`src/rtl/cmp_pkg.sv`:
```
// cmp_pkg: shared state/result types and sizing helpers for the sequential comparator.
package cmp_pkg;

   typedef enum logic [1:0] {IDLE, BUSY, DONE} cmp_state_t;

   typedef struct packed {
      logic eq;
      logic ab;
      logic ba;
   } cmp_res_t;

   localparam cmp_res_t RES_EQ = 3'b100;

   function automatic int num_digits(input int width, input int digit);
      return width / digit;
   endfunction

   function automatic int cnt_width(input int width, input int digit);
      return $clog2(width / digit + 1);
   endfunction

endpackage

```
`src/rtl/cmp_digit.sv`:
```
// cmp_digit: combinational MSB-first compare of one DIGIT-bit slice, gated by the incoming equality.
module cmp_digit #(
   parameter int DIGIT = 4
) (
   input  logic [DIGIT-1:0] a_d,
   input  logic [DIGIT-1:0] b_d,
   input  logic             eqi,
   output logic             eq,
   output logic             ab,
   output logic             ba
);
   logic [DIGIT-1:0] w_gt, w_lt;

   for (genvar i = 0; i < DIGIT; i++) begin : g_cell
      assign w_gt[i] = a_d[i] & ~b_d[i];
      assign w_lt[i] = ~a_d[i] & b_d[i];
   end

   // Only the first differing bit below an unbroken equal prefix may decide.
   always_comb begin
      eq = eqi;
      ab = 1'b0;
      ba = 1'b0;
      for (int k = DIGIT - 1; k >= 0; k--) begin
         ab = ab | (eq & w_gt[k]);
         ba = ba | (eq & w_lt[k]);
         eq = eq & ~(w_gt[k] | w_lt[k]);
      end
   end

endmodule

```
`src/rtl/seq_cmp.sv`:
```
// seq_cmp: iterative MSB-first magnitude comparator, DIGIT bits per cycle, signed or unsigned.
// Define SEQ_CMP_EARLY_EXIT_EN to finish as soon as the operands are known to differ.
module seq_cmp
   import cmp_pkg::*;
#(
   parameter int WIDTH = 32,
   parameter int DIGIT = 4
) (
   input  logic             clk,
   input  logic             rst,
   input  logic             start,
   input  logic [WIDTH-1:0] a,
   input  logic [WIDTH-1:0] b,
   input  logic             is_signed,
   output logic             busy,
   output logic             done,
   output logic             eq,
   output logic             ab,
   output logic             ba
);
   localparam int N  = num_digits(WIDTH, DIGIT);
   localparam int CW = cnt_width(WIDTH, DIGIT);

   cmp_state_t       r_state, w_next;
   logic [WIDTH-1:0] r_a, r_b, w_flip;
   logic [CW-1:0]    r_cnt;
   cmp_res_t         r_run, r_res, w_run_n;
   logic             w_eq, w_ab, w_ba, w_last;

   cmp_digit #(.DIGIT(DIGIT)) u_dig (
      .a_d (r_a[WIDTH-1 -: DIGIT]),
      .b_d (r_b[WIDTH-1 -: DIGIT]),
      .eqi (r_run.eq),
      .eq  (w_eq),
      .ab  (w_ab),
      .ba  (w_ba)
   );

   // Inverting both sign bits maps two's-complement order onto unsigned order.
   assign w_flip  = WIDTH'(is_signed) << (WIDTH - 1);
   assign w_run_n = r_run.eq ? {w_eq, w_ab, w_ba} : r_run;

`ifdef SEQ_CMP_EARLY_EXIT_EN
   assign w_last = (r_cnt == CW'(1)) || !w_run_n.eq;
`else
   assign w_last = r_cnt == CW'(1);
`endif

   always_comb begin
      w_next = (r_state == IDLE) ? (start ? BUSY : IDLE) :
               (r_state == BUSY) ? (w_last ? DONE : BUSY) : IDLE;
   end

   always_ff @(posedge clk or posedge rst) begin
      if (rst) r_state <= IDLE;
      else     r_state <= w_next;
   end

   always_ff @(posedge clk or posedge rst) begin
      if (rst) begin
         r_a   <= '0;
         r_b   <= '0;
         r_cnt <= '0;
         r_run <= RES_EQ;
         r_res <= RES_EQ;
      end else if (r_state == IDLE && start) begin
         r_a   <= a ^ w_flip;
         r_b   <= b ^ w_flip;
         r_cnt <= CW'(N);
         r_run <= RES_EQ;
      end else if (r_state == BUSY) begin
         r_a   <= r_a << DIGIT;
         r_b   <= r_b << DIGIT;
         r_cnt <= r_cnt - CW'(1);
         r_run <= w_run_n;
         if (w_last) r_res <= w_run_n;
      end
   end

   assign busy = r_state == BUSY;
   assign done = r_state == DONE;
   assign eq   = r_res.eq;
   assign ab   = r_res.ab;
   assign ba   = r_res.ba;

endmodule

```
`config.mk`:
```
export PLATFORM = sky130hd
export DESIGN_NAME = seq_cmp
export DESIGN_NICKNAME = d
export VERILOG_FILES = /design/src/rtl/cmp_pkg.sv /design/src/rtl/cmp_digit.sv /design/src/rtl/seq_cmp.sv
export SDC_FILE = /design/constraint.sdc
export NUM_CORES = 1
export LEC_CHECK = 0
export ABC_AREA = 1
export CAP_MARGIN = 20
export CELL_PAD_IN_SITES_DETAIL_PLACEMENT = 1
export CELL_PAD_IN_SITES_GLOBAL_PLACEMENT = 1
export CORE_MARGIN = 10
export CORE_UTILIZATION = 41
export DETAILED_ROUTE_END_ITERATION = 10
export GPL_TIMING_DRIVEN = 1
export PLACE_DENSITY_LB_ADDON = 0.3
export SYNTH_ARGS = -nofsm -noshare
export SYNTH_HDL_FRONTEND = slang
export SYNTH_HIERARCHICAL = 1
export SYNTH_SLANG_ARGS = --single-unit
```
`constraint.sdc`:
```
create_clock -name clk -period 4.3 [get_ports clk]
set_input_delay 1.075 -clock clk [delete_from_list [all_inputs] [get_ports clk]]
set_output_delay 1.075 -clock clk [all_outputs]
set_load 0.03 [all_outputs]
```
Word-level counts from Yosys, hierarchy flattened:

Cells that the tools add are included.

* register bits: 76
* bits in latches: 0
* RAM bits: 0
* ROM bits: 0
* input bits: 68
* output and inout port bits: 5
* word-level logic and storage cells: 76
* memories: 0

* add/sub/neg operators: 1
* multiply operators: 0
* divide/modulo/power cells: 0
* $lt $le $gt $ge: 0
* eq/ne operators: 3
* shift-type cells: 0
* mux-type cells: 13
* bitwise logic cells: 45
* reductions and logical operators: 4

Operators by type and width (count)
* 32-bit two-way mux: 4
* 32-bit XOR: 2
* 1-bit AND: 20
* 1-bit NOT: 13
* 1-bit OR: 10
* 3-bit two-way mux: 3
* 4-bit two-way mux: 2
* 2-bit two-way mux: 3
* 4-bit by 1-bit == test with 1-bit output (second input constant): 1
* 4-bit by 1-bit subtractor with 4-bit output (second input constant): 1
* 3-bit AND reduction: 1
* 2-bit by 1-bit == test with 1-bit output (second input constant): 1
* 2-bit == test (second input constant): 1
* 2-bit logical NOT: 1
* 2-bit nonzero test: 1
* 1-bit logical AND: 1
* 1-bit two-way mux: 1

Longest topological paths before layout:

* depth in word-level cells: 12
* gate-level depth with buffers: 10

Hierarchy:

Netlist, hierarchy kept.

Modules (own cells, without submodules)
* seq_cmp: times used 1, cells an instance 408, area an instance 3448.3 um^2, sequential area each 1904.3 um^2
* cmp_digit: times used 1, cells an instance 34, area an instance 224.0 um^2, sequential area each 0.0 um^2

Worst setup path after synthesis:

OpenSTA, ideal clock, no wires.

* path kind: flip-flop to output port
* start point: register r_state[0]
* end point: output port busy
* arrival: 0.860 ns
* setup slack: 2.365 ns
* cell stages (with the launch flop): 4
* path buffers: 1
* cells stage by stage: dfrtp_1 -> inv_2 -> nor2_4 -> buf_2

* longest elaborated chain between the ends: 1

RTL lines
* start, declared: line seq_cmp.sv:24 `cmp_state_t r_state, w_next;`
* start signal, assigned: line seq_cmp.sv:56 `else r_state <= w_next;`
* 2-bit by 1-bit == test with 1-bit output: line seq_cmp.sv:80 `assign busy = r_state == BUSY;`
* end, declared: line seq_cmp.sv:15 `output logic busy,`

No other way between the ends.

Worst setup path in the final report:

Ends and elaborated chain as after synthesis.

==> results.yml <==
detailed_routing:
  drt-total-wl_um: 9970
  via_count: 3232
  drtPass1Iterations: 4
  dr.first_iter.drc_count: 161
  ant_nets: 0
  routedWlPerCell_um: 16.2
  viasPerCell: 5.25
  drc: 0
final_layout:
  areaGrowthSynthToFinish_pct: 25.4
  drive_above_1_share: 0.0669
  nets: 581
  final_cell_mix: "157 x nand2_1, 124 x nand3_1, 74 x dfrtp_1, 72 x clkdlybuf4s50_1, 19 x inv_1"
  layout.cells.most_common: "nand2_1"
  diodes: 0
power:
  totalPowerFinal_mw: 2.83
  p_leak_nw: 2.21
  pwr-share-clk: 0.200
  combPwrFrac: 0.385
  pwr-share-seq: 0.415
  power.internal_mw: 1.69
  netSwitchingPower_mw: 1.14
  peakVddDrop_mv: 0.207
  power_density_nw_per_um2: 614
  p_sw_frac: 0.403
clock_network:
  hold_buffers: 0
  cts_tree: "yes"
  cts_made_buffers: 9
  cts.repair.resized: 0
  cts_buffer_depth: 2
  clock_sinks: 76
  cts_setup_buffers: 0
  h-tree-depth: 3
  clk_pin_slew_ns: 0.08
  insertion_delay_ns: 0.35
  root_buffer: "clkbuf_8"
worst_setup_path:
  worst_ep_required_time_ns: 3.22
  cp_max_fo: 4
  cp_slowest_stage_delay_ns: 0.70
  critical_path_depth: 3
  crit_path_start_kind: "flip-flop"
  ff2ff_path_depth: 5
  slowest_stage: "clkdlybuf4s50_1"
  critPathBufInv: 2
  r2r_end: "r_a[6]"
  crit_end: "busy"
  arrival_ns: 1.71
  worstPathCellList: "inv_2 -> nor2_4 -> clkdlybuf4s50_1"
  reg2reg_from: "r_state[1]"
  end_kind: "output port"
  worst_path_dominant_cell_family: "buffers and inverters"
  startpoint: "r_state[0]"
  ff2ff_setup_slack_ns: 2.50
  critical_path_class: "reg2out"
yosys:
  syn-num-nets: 520
  synth.distinct_cells: 22
  yosysSeqAreaShare: 0.519
  avgSynthCellArea_um2: 8.31
  yosysTopAreaCellShare: 0.504
  yosysTopAreaCell: "dfrtp_1"
  syn_inst: 442
  netlist_top_cells_area: "dfrtp_1 50%, nand3_1 17%, nand2_1 16%, ha_1 3.4%, inv_1 2.0%"
  netlist_area_um2: 3670
  yosys_register_bits: 76
  synth_warnings: 6
global_routing:
  grt_max_degree: 66
  grt.overflow.total: 0
  grt_pass1_vias: 3465
  grt_pass1_wl_um: 16600
  grt_use_total: 0.154
  antenna_found_initial: 0
timing:
  holdWs_ns: 0.467
  timing.final.crit_share: 0.648
  fin_ws_ns: 1.52
  hold_viol: 0
  rsz0062_at_grt: "no"
  tightest_slew_ns: 0.804
  setup_tns_ns: 0
  period_minus_slack_ns: 2.78
  final-setup-viol-count: 0
  fin_skew_ns: 0.00792
  maxSlewViolCount: 0
  timing.fmax_mhz: 359
  slew_headroom: 0.463
floorplan:
  core-area_um2: 8720
  start_util: 0.421
  die_width_um: 115
  fp-row-count: 34
  io_pins: 73
  dieHeight_um: 115
  die-area_um2: 13100
place:
  dp_slack_ns: 1.56
  dp_hpwl_um: 6770
  port_buffers: 72
  gp_congestion: 0.776
worst_hold_path:
  worstHoldPathType: "reg2reg"
outcome:
  outcome: "finished clean"
job:
  maxCapViolCount: 0
-- metal layers --
| metal | vias to the layer above | track usage | routed length [um] |
|---|---|---|---|
| met1 | 1584 | 0.188 | 4340 |
| met4 | 0 | 0.0434 | 146 |
| met5 | - | 0 | 0 |
| met2 | 80 | 0.254 | 4990 |
| li1 | 1556 | - | - |
| met3 | 12 | 0.0493 | 502 |
-- tightest hold or removal path, stage by stage (launching register included) --
cell and delay [ns]:
dfstp_2 0.37, nand2_1 0.05, nand2_1 0.04
-- synthesized netlist by cell type --
| master | instances |
|---|---|
| buf_2 | 10 |
| nor2_4 | 1 |
| nor2_1 | 3 |
| clkbuf_1 | 3 |
| dfstp_2 | 2 |
| nand3_2 | 2 |
| nand2_2 | 2 |
| nand2_1 | 158 |
| o21ai_1 | 2 |
| o21ai_0 | 5 |
| inv_1 | 20 |
| inv_2 | 2 |
| buf_6 | 5 |
| nor2_2 | 2 |
| nand3_1 | 124 |
| ha_1 | 10 |
| nand4_1 | 3 |
| xor2_1 | 3 |
| nor3b_1 | 1 |
| o22ai_1 | 1 |
| dfrtp_1 | 74 |
| buf_4 | 9 |
-- how the worst min path moves through the flow --
stage,startpoint,endpoint,depth (start not counted)
after detailed placement,ab,ab,2
final,eq,eq,2
after global placement,eq,eq,2
after CTS,eq,eq,2
after floorplan,r_cnt[3],r_cnt[3],2
after global routing,ab,ab,2
-- logic make-up after synthesis --
group | synth area share
AND/OR/NAND/NOR | 0.356
flip-flops | 0.519
buffers and inverters | 0.0729
adder cells (fa/ha/maj) | 0.0341
AO/OA/AOI/OAI | 0.0112
XOR/XNOR | 0.00716
-- metrics by stage --
| stage | area (um2) | cells | utilization |
|---|---|---|---|
| 2_1_floorplan | 3670 | 442 | - |
| 3_3_place_gp | 4400 | 600 | 0.505 |
| 3_5_place_dp | 4400 | 600 | 0.505 |
| 4_1_cts | 4610 | 616 | 0.528 |
| 5_1_grt | 4610 | 616 | 0.528 |
| 6_report | 4610 | 616 | 0.528 |
-- power by group through the flow --
stage	logic, mW	clock network (mW)	registers (mW)
floorplan	0.821	0	1.16
global placement	1.04	0	1.17
detailed placement	1.10	0	1.19
CTS	1.11	0.575	1.18
global route	1.23	0.611	1.21
finish	1.09	0.565	1.18
-- flip-flops by register name, indices dropped and copies added, names as in the netlist --
signal	cells
ab	1
ba	1
eq	1
r_a	32
r_b	32
r_cnt	4
r_run	3
r_state	2
-- area by class of cell --
type	instances	area (um2)
clock inverter	4	47.5
timing repair buffer	77	771
tap	108	135
sequential	76	1900
clock buffer	12	155
inverter	22	82.6
fill	1070	4120
multi-input combinational	317	1510
No activity file was read; power rests on OpenSTA's default activity.
